==> src/rtl/sm_fifo.sv <==
// sm_fifo: TX/RX FIFO pair serving one PIO state machine.
// The host fills TX and the machine pulls from it. The machine pushes into RX
// and the host drains it.
// The two storage halves can be joined into one FIFO of twice the depth.
// All status outputs are derived from registered state only.
module sm_fifo #(
    parameter int DEPTH = 4,
    parameter int WIDTH = 32
) (
    input  logic                       i_clk,
    input  logic                       i_reset,
    input  logic                       i_clear,
    input  logic                       i_join_tx,
    input  logic                       i_join_rx,
    input  logic                       i_tick,
    input  logic                       i_pull,
    output logic [WIDTH-1:0]           o_din,
    output logic                       o_empty,
    input  logic                       i_push,
    input  logic [WIDTH-1:0]           i_dout,
    output logic                       o_full,
    input  logic                       i_tx_wr,
    input  logic [WIDTH-1:0]           i_tx_wdata,
    output logic                       o_tx_full,
    output logic [$clog2(2*DEPTH):0]   o_tx_level,
    input  logic                       i_rx_rd,
    output logic [WIDTH-1:0]           o_rx_rdata,
    output logic                       o_rx_empty,
    output logic [$clog2(2*DEPTH):0]   o_rx_level,
    input  logic                       i_flags_clr,
    output logic                       o_tx_over,
    output logic                       o_rx_under,
    output logic                       o_tx_stall,
    output logic                       o_rx_stall
);

    localparam int PW = $clog2(2*DEPTH);
    localparam int LW = PW + 1;
    localparam int NE = 2*DEPTH;

    // TX owns the lower half. RX owns the upper half unless RX is joined.
    logic [WIDTH-1:0] r_mem [0:NE-1];
    logic [PW-1:0]    r_tx_rptr, r_tx_wptr, r_rx_rptr, r_rx_wptr;
    logic [LW-1:0]    r_tx_level, r_rx_level;
    logic             r_join_tx, r_join_rx;
    logic             r_tx_over, r_rx_under, r_tx_stall, r_rx_stall;

    logic [LW-1:0]    w_tx_cap, w_rx_cap;
    logic [PW-1:0]    w_rx_base, w_tx_last, w_rx_last;
    logic [PW-1:0]    w_rx_raddr, w_rx_waddr;
    logic             w_flush;
    logic             w_tx_empty, w_tx_full, w_rx_empty, w_rx_full;
    logic             w_tx_push, w_tx_pop, w_rx_push, w_rx_pop;
    logic             w_tx_over_ev, w_rx_under_ev, w_tx_stall_ev, w_rx_stall_ev;

    // Advance a pointer, wrapping after the last valid slot of the FIFO.
    function automatic logic [PW-1:0] f_next(input logic [PW-1:0] p, input logic [PW-1:0] last);
        return (p == last) ? {PW{1'b0}} : p + PW'(1);
    endfunction

    // Capacity and RX base come from the registered join copy. A join change
    // flushes both FIFOs in the same cycle, so the copy is current for every
    // cycle in which strobes are honoured. Both joins set counts as neither.
    always_comb begin
        w_tx_cap  = LW'(DEPTH);
        w_rx_cap  = LW'(DEPTH);
        w_rx_base = PW'(DEPTH);
        if (r_join_tx && !r_join_rx) begin
            w_tx_cap = LW'(NE);
            w_rx_cap = {LW{1'b0}};
        end else if (r_join_rx && !r_join_tx) begin
            w_tx_cap  = {LW{1'b0}};
            w_rx_cap  = LW'(NE);
            w_rx_base = {PW{1'b0}};
        end else begin
            w_tx_cap = LW'(DEPTH);
        end
    end

    // Status decode and accept/refuse decisions. A cap-0 FIFO reads as both full and empty.
    always_comb begin
        w_tx_last     = PW'(w_tx_cap - LW'(1));
        w_rx_last     = PW'(w_rx_cap - LW'(1));
        w_rx_raddr    = w_rx_base + r_rx_rptr;
        w_rx_waddr    = w_rx_base + r_rx_wptr;
        w_flush       = i_clear | (i_join_tx != r_join_tx) | (i_join_rx != r_join_rx);
        w_tx_empty    = (r_tx_level == {LW{1'b0}});
        w_tx_full     = (r_tx_level == w_tx_cap);
        w_rx_empty    = (r_rx_level == {LW{1'b0}});
        w_rx_full     = (r_rx_level == w_rx_cap);
        w_tx_pop      = i_pull & i_tick & ~w_tx_empty & ~w_flush;
        w_tx_push     = i_tx_wr & ~w_tx_full & ~w_flush;
        w_rx_push     = i_push & i_tick & ~w_rx_full & ~w_flush;
        w_rx_pop      = i_rx_rd & ~w_rx_empty & ~w_flush;
        w_tx_stall_ev = i_pull & i_tick & w_tx_empty & ~w_flush;
        w_tx_over_ev  = i_tx_wr & w_tx_full & ~w_flush;
        w_rx_stall_ev = i_push & i_tick & w_rx_full & ~w_flush;
        w_rx_under_ev = i_rx_rd & w_rx_empty & ~w_flush;
    end

    // Storage writes. Contents need no reset because the levels gate visibility.
    always_ff @(posedge i_clk) begin
        if (w_tx_push) begin
            r_mem[r_tx_wptr] <= i_tx_wdata;
        end
        if (w_rx_push) begin
            r_mem[w_rx_waddr] <= i_dout;
        end
    end

    // Registered copy of the join configuration, used to detect a change.
    always_ff @(posedge i_clk) begin
        r_join_tx <= i_join_tx;
        r_join_rx <= i_join_rx;
    end

    // Pointer and level bookkeeping for both FIFOs. Reset and flush both empty them.
    always_ff @(posedge i_clk) begin
        if (i_reset || w_flush) begin
            r_tx_rptr  <= {PW{1'b0}};
            r_tx_wptr  <= {PW{1'b0}};
            r_rx_rptr  <= {PW{1'b0}};
            r_rx_wptr  <= {PW{1'b0}};
            r_tx_level <= {LW{1'b0}};
            r_rx_level <= {LW{1'b0}};
        end else begin
            if (w_tx_push) r_tx_wptr <= f_next(r_tx_wptr, w_tx_last);
            if (w_tx_pop)  r_tx_rptr <= f_next(r_tx_rptr, w_tx_last);
            if (w_rx_push) r_rx_wptr <= f_next(r_rx_wptr, w_rx_last);
            if (w_rx_pop)  r_rx_rptr <= f_next(r_rx_rptr, w_rx_last);
            case ({w_tx_push, w_tx_pop})
                2'b10:   r_tx_level <= r_tx_level + LW'(1);
                2'b01:   r_tx_level <= r_tx_level - LW'(1);
                default: r_tx_level <= r_tx_level;
            endcase
            case ({w_rx_push, w_rx_pop})
                2'b10:   r_rx_level <= r_rx_level + LW'(1);
                2'b01:   r_rx_level <= r_rx_level - LW'(1);
                default: r_rx_level <= r_rx_level;
            endcase
        end
    end

    // Sticky error flags. A same-cycle event beats flags_clr, and a flush leaves the flags alone.
    always_ff @(posedge i_clk) begin
        if (i_reset) begin
            r_tx_over  <= 1'b0;
            r_rx_under <= 1'b0;
            r_tx_stall <= 1'b0;
            r_rx_stall <= 1'b0;
        end else begin
            r_tx_over  <= w_tx_over_ev  | (r_tx_over  & ~i_flags_clr);
            r_rx_under <= w_rx_under_ev | (r_rx_under & ~i_flags_clr);
            r_tx_stall <= w_tx_stall_ev | (r_tx_stall & ~i_flags_clr);
            r_rx_stall <= w_rx_stall_ev | (r_rx_stall & ~i_flags_clr);
        end
    end

    assign o_din      = w_tx_empty ? {WIDTH{1'b0}} : r_mem[r_tx_rptr];
    assign o_rx_rdata = w_rx_empty ? {WIDTH{1'b0}} : r_mem[w_rx_raddr];
    assign o_empty    = w_tx_empty;
    assign o_tx_full  = w_tx_full;
    assign o_full     = w_rx_full;
    assign o_rx_empty = w_rx_empty;
    assign o_tx_level = r_tx_level;
    assign o_rx_level = r_rx_level;
    assign o_tx_over  = r_tx_over;
    assign o_rx_under = r_rx_under;
    assign o_tx_stall = r_tx_stall;
    assign o_rx_stall = r_rx_stall;

endmodule

==> config.mk <==
export PLATFORM = sky130hd
export DESIGN_NAME = sm_fifo
export DESIGN_NICKNAME = d
export VERILOG_FILES = /design/src/rtl/sm_fifo.sv
export SDC_FILE = /design/constraint.sdc
export NUM_CORES = 1
export LEC_CHECK = 0
export CAP_MARGIN = 15
export CORE_ASPECT_RATIO = 2
export CORE_UTILIZATION = 30
export DETAILED_ROUTE_END_ITERATION = 6
export HOLD_SLACK_MARGIN = 0.03
export PLACE_DENSITY = 0.58
export SYNTH_ARGS = -nofsm -noshare
export SYNTH_HDL_FRONTEND = slang
export SYNTH_SLANG_ARGS = --single-unit
==> constraint.sdc <==
create_clock -name i_clk -period 6.45 [get_ports i_clk]
set_clock_uncertainty 0.15 [all_clocks]
set_input_delay 1.29 -clock i_clk [delete_from_list [all_inputs] [get_ports i_clk]]
set_output_delay 1.29 -clock i_clk [all_outputs]
set_load 0.03 [all_outputs]
* After elaboration in Yosys (flattened, before gate mapping)
Memory sizes are Yosys's and may differ from the RTL's. A register that Yosys moved wholly into a read port is not among the register bits.
Cells that the tools add are included.
** Word-level totals
- Register bits after elaboration :: 26
- Bits in writable memories :: 256
- Input port bits :: 75
- Output and inout bits :: 80
- Logic and storage cells :: 100
- Memories kept :: 1
** Cells by class
- Add/subtract/negate cells :: 12
- Eq/ne operators :: 12
- Muxes and demuxes :: 20
- Bitwise gates (word level) :: 34
- Reduce and logical (&&, ||, !) cells :: 9
** Memory list
- r_mem :: words 8, width 32, read ports 2, clocked after Yosys merged registers in 1, wr ports 2, line 42 : logic [WIDTH-1:0] r_mem [0:NE-1];
** Operators with widths (number)
- $mux 32 :: 2
- $mux 3 :: 9
- $and 1x1->1 :: 22
- $pmux 4 s2 :: 2
- $add 3x1->3 const B :: 4
- $eq 3x3->1 :: 4
- $mux 4 :: 3
- $add 4x1->4 const B :: 2
- $eq 4x4->1 :: 2
- $logic_not 4->1 :: 2
- $sub 4x1->4 const B :: 2
- $add 3x3->3 :: 2
- $not 1->1 :: 6
- $or 1x1->1 :: 6
- $sub 3x1->3 const B :: 2
- $eq 2x1->1 const B :: 2
- $eq 2x2->1 const B :: 2
- $mux 1 :: 4
- $reduce_bool 2->1 :: 2
- $logic_and 1x1->1 :: 2
- $logic_not 1->1 :: 2
- $ne 1x1->1 :: 2
- $logic_or 1x1->1 :: 1

* Logic depth before layout (Yosys ltp)
- Word-level depth :: 10
- Depth in mapped cells :: 13
- Gate-level depth less buffers :: 12

* Worst setup path before layout
No wires, ideal clock.
- Kind :: input to register
- Start :: input port i_join_rx
- End :: memory r_mem[0][0], enable pin
- Library setup time :: 466 ps
- Data arrival time :: 4926 ps
- Required time :: 5834 ps
- Slack :: 908 ps
- Cell stages on the path :: 6
- Path buffers :: 1
- Cell sequence :: xor2_1 nor3_1 clkbuf_1 nand3b_1 or2_2 o21ai_0
** RTL lines
- from (decl) :: line 14 : input logic i_join_rx,
- to (decl) :: line 42

* Worst setup path after layout
- Start :: register r_join_tx
- End :: output port o_rx_rdata[10]
** On the way
- Cells in the longest elaborated chain, start to end :: 7
- Elaborated cells on any way between the ends :: 8
- Classes of those cells :: add/sub: 1; mux: 3; reduce/logical: 3; memory: 1
** RTL lines
- from (decl) :: line 45 : logic r_join_tx, r_join_rx;
- from (signal assigned) :: line 113 : r_join_tx <= i_join_tx;
- $logic_not 1->1 :: line 71 : end else if (r_join_rx && !r_join_tx) begin
- $logic_and 1x1->1 :: line 71
- $mux 3 :: line 71
- $mux 3 * :: line 68 : if (r_join_tx && !r_join_rx) begin
- $add 3x3->3 * :: line 84 : w_rx_raddr = w_rx_base + r_rx_rptr;
- $mem_v2 8x32 *
- $mux 32 * :: line 160 : assign o_rx_rdata = w_rx_empty ? {WIDTH{1'b0}} : r_mem[w_rx_raddr];
- to (decl) :: line 27 : output logic [WIDTH-1:0] o_rx_rdata,
Mark *: on every way between the ends. The rest lies on a longest branch, timed or not.

==> flow_results.xml <==
<?xml version="1.0" encoding="UTF-8"?>
<metrics>
  <group name="status">
    <metric name="outcome" unit="">finished clean</metric>
  </group>
  <group name="worst_hold_path">
    <metric name="hold_path_startpoint" unit="">o_rx_stall</metric>
    <metric name="min_delay_worst_endpoint" unit="">o_rx_stall</metric>
    <metric name="hold_depth" unit="">2</metric>
    <metric name="min-delay-path-class" unit="">register to register</metric>
  </group>
  <group name="synthesis">
    <metric name="synth_top_area_frac" unit="">0.467</metric>
    <metric name="asyncSetResetFlopFracSynth" unit="">0</metric>
    <metric name="synth_edf_count" unit="">256</metric>
    <metric name="syn_nets" unit="">1161</metric>
    <metric name="synthDominantAreaCellType" unit="">edfxtp_1</metric>
    <metric name="synth_warnings" unit="">0</metric>
    <metric name="synth_sequential_area_ratio" unit="">0.503</metric>
    <metric name="post_synth.cell_area_avg" unit="µm²">15.3</metric>
    <metric name="yosys_register_bits" unit="">285</metric>
    <metric name="yosys.cell_types.count" unit="">47</metric>
    <metric name="postSynthCellCount" unit="">1075</metric>
    <metric name="netlist_top_cells_area" unit="">edfxtp_1 (47%), mux4_2 (18%), mux2_2 (16%)</metric>
    <metric name="netlist_area" unit="µm²">16400</metric>
    <metric name="dominantRegCellSynth" unit="">edfxtp_1</metric>
  </group>
  <group name="route">
    <metric name="route.antenna.remaining_nets" unit="">0</metric>
    <metric name="drt_pass1_iterations" unit="">5</metric>
    <metric name="post_route_drc" unit="">0</metric>
    <metric name="wl_per_cell" unit="µm">25.9</metric>
    <metric name="via_per_inst" unit="">5.41</metric>
    <metric name="detail_route.iter0.violations" unit="">523</metric>
    <metric name="totalWireLength" unit="µm">49200</metric>
    <metric name="vias" unit="">10273</metric>
  </group>
  <group name="clock_tree">
    <metric name="cts-root-to-sink-buffers" unit="">3</metric>
    <metric name="cts.clk_slew.worst_paths" unit="ns">0.06</metric>
    <metric name="post-cts-setup-buffers" unit="">0</metric>
    <metric name="clk_latency" unit="ns">0.56</metric>
    <metric name="cts_root_buf" unit="">clkbuf_16</metric>
    <metric name="htreeDepth" unit="">1</metric>
    <metric name="tritoncts.num_buffers" unit="">27</metric>
    <metric name="clkSinkCount" unit="">285</metric>
    <metric name="cts-hold-fix-buffers" unit="">0</metric>
    <metric name="cts_repair_resize_count" unit="">0</metric>
    <metric name="tritoncts_clock_tree" unit="">done</metric>
  </group>
  <group name="grt">
    <metric name="antenna_found_initial" unit="">2</metric>
    <metric name="gr-usage-all-layers" unit="">0.177</metric>
    <metric name="overflow" unit="">0</metric>
    <metric name="grt_pass1_wl" unit="µm">72900</metric>
    <metric name="grt_pass1_vias" unit="">11206</metric>
    <metric name="pin_count_of_the_biggest_net_entering_global_routing" unit="">65</metric>
  </group>
  <group name="timing">
    <metric name="tightest_slew" unit="ns">1.15</metric>
    <metric name="final_max_slew_viol_count" unit="">0</metric>
    <metric name="final.setup.worst_slack" unit="ns">1.43</metric>
    <metric name="timing.final.hold_violations" unit="">0</metric>
    <metric name="max_freq" unit="MHz">199</metric>
    <metric name="period_needed" unit="ns">5.02</metric>
    <metric name="unrepaired_setup_endpoints_after_global_routing" unit="">no</metric>
    <metric name="hold_ws" unit="ns">0.312</metric>
    <metric name="timing.final.crit_share" unit="">0.778</metric>
    <metric name="setup_violators_final" unit="">0</metric>
    <metric name="max_slew_margin" unit="">0.235</metric>
    <metric name="fin_tns_setup" unit="ns">0</metric>
  </group>
  <group name="critical_path">
    <metric name="cp_data_required_time" unit="ns">5.01</metric>
    <metric name="rrSetupSlack" unit="ns">2.65</metric>
    <metric name="worst-path-max-fanout" unit="">25</metric>
    <metric name="timing.critical_path.arrival" unit="ns">3.58</metric>
    <metric name="rr_startpoint" unit="">r_join_tx</metric>
    <metric name="timing.critical_path.from" unit="">r_join_tx</metric>
    <metric name="worstSetupEndpointType" unit="">output pin</metric>
    <metric name="startpoint_type" unit="">register</metric>
    <metric name="reg2reg_to" unit="">r_mem[6][29]</metric>
    <metric name="class_of_the_most_critical_setup_path" unit="">register to output pin</metric>
    <metric name="worstRegToRegCells" unit="">8</metric>
  </group>
  <group name="cells_and_area">
    <metric name="net_total_in_the_final_layout" unit="">1290</metric>
    <metric name="final.fill_count" unit="">5081</metric>
    <metric name="most-common-layout-cells" unit="">edfxtp_1 (256), mux2_2 (228), clkdlybuf4s50_1 (154)</metric>
    <metric name="layout.cells.most_common" unit="">edfxtp_1</metric>
    <metric name="area_delta_synth_final" unit="%">19.7</metric>
    <metric name="diodes" unit="">0</metric>
    <metric name="fin_util" unit="">0.362</metric>
    <metric name="post_route_cells_drive_above_1_share" unit="">0.391</metric>
  </group>
  <group name="floorplanning">
    <metric name="die_height" unit="µm">333</metric>
    <metric name="die_width" unit="µm">168</metric>
    <metric name="site_rows" unit="">121</metric>
    <metric name="floorplan.initialDensity" unit="">0.303</metric>
    <metric name="floorplan.die_area" unit="µm²">55800</metric>
    <metric name="pin_count" unit="">155</metric>
    <metric name="design.core.area" unit="µm²">54400</metric>
  </group>
  <group name="job">
    <metric name="maxCapViolCount" unit="">0</metric>
  </group>
  <group name="power">
    <metric name="post-layout-total-power" unit="mW">3.85</metric>
    <metric name="vdd.ir_drop.worst" unit="mV">0.244</metric>
    <metric name="power_per_cell_area" unit="nW/µm²">196</metric>
    <metric name="static-leakage-power" unit="nW">6.15</metric>
  </group>
  <group name="placed_design">
    <metric name="gp_congestion" unit="">0.759</metric>
    <metric name="detailedPlace.worstSlack" unit="ns">1.76</metric>
    <metric name="numPortBuffers" unit="">154</metric>
    <metric name="dp_hpwl" unit="µm">31400</metric>
  </group>
</metrics>
## layout make-up
class / count / area, µm² / area share
repair buffers: 180 / 1750 / 0.0889
multi-input cells: 701 / 7950 / 0.404
clock buffers: 31 / 691 / 0.0351
well taps: 676 / 846 / 0.0430
inverters: 9 / 33.8 / 0.00172
flip-flops and latches: 285 / 8280 / 0.421
clock inverters: 16 / 131 / 0.00667
## sequential cells by signal, indices dropped and copies added (netlist names), named ones only
name        count
o_rx_level      4
o_rx_stall      1
o_rx_under      1
o_tx_level      4
o_tx_over       1
o_tx_stall      1
r_join_rx       1
r_join_tx       1
r_mem         256
r_rx_rptr       3
r_rx_wptr       3
r_tx_rptr       3
r_tx_wptr       3
## synth_stat cells, drive strengths merged (2+ instances only)
library cell	count
o21bai	5
mux2	257
nand4b	3
buf	39
clkbuf	41
nand4	3
nor4	4
dfxtp	29
nand2b	3
or3	4
nand3b	2
mux4	128
mux2i	40
nor3b	2
inv	9
ha	11
or4	3
nand2	79
or2	2
nor4bb	2
o21ai	10
a21oi	50
a211o	3
nor2	52
nor3	4
edfxtp	256
nand3	6
xnor2	4
xor2	14
## worst max-delay path, cell delays in order (launching register included)
cell	delay (ns)
dfxtp_1	0.39
inv_1	0.06
ha_1	0.35
xnor2_2	0.46
buf_4	0.49
nand2_1	0.09
a21oi_1	0.39
clkdlybuf4s50_1	0.76
## cell families after synthesis
group	after synthesis	synth area share
buffers and inverters	89	0.0242
XOR/XNOR	18	0.00959
AO/OA/AOI/OAI	73	0.0245
flip-flops	285	0.503
adder cells (fa/ha/maj)	11	0.00837
multiplexers	425	0.382
AND/OR/NAND/NOR	174	0.0485
## worst max path at each step
stage	endpoint	cells past startpoint
final	o_rx_rdata[10]	7
after global routing	o_rx_rdata[10]	7
after CTS	o_din[12]	5
after detailed placement	r_mem[7][21]	9
after global placement	r_mem[2][6]	8
after floorplan	r_mem[0][0]	6
## power breakdown
part | switching, mW | internal [mW]
Clock | 0.730 | 0.845
Sequential | 0.00391 | 2.02
Combinational | 0.127 | 0.134
Total | 0.860 | 2.99
## per-layer routing
metal,part of all wire,global-route usage,up-vias
met5,0.00055,0,-
met4,0.031,0.0640,4
met3,0.040,0.0236,84
met2,0.56,0.344,283
met1,0.37,0.191,5370
li1,-,-,4532
## per-stage QoR
stage               std cells  cell area [µm²]
finish                   1898            19700
global route             1898            19700
CTS                      1898            19700
detailed placement       1851            18900
global placement         1851            18900
floorplan                1075            16400
Note: power is estimated with default switching activity, not from simulation.
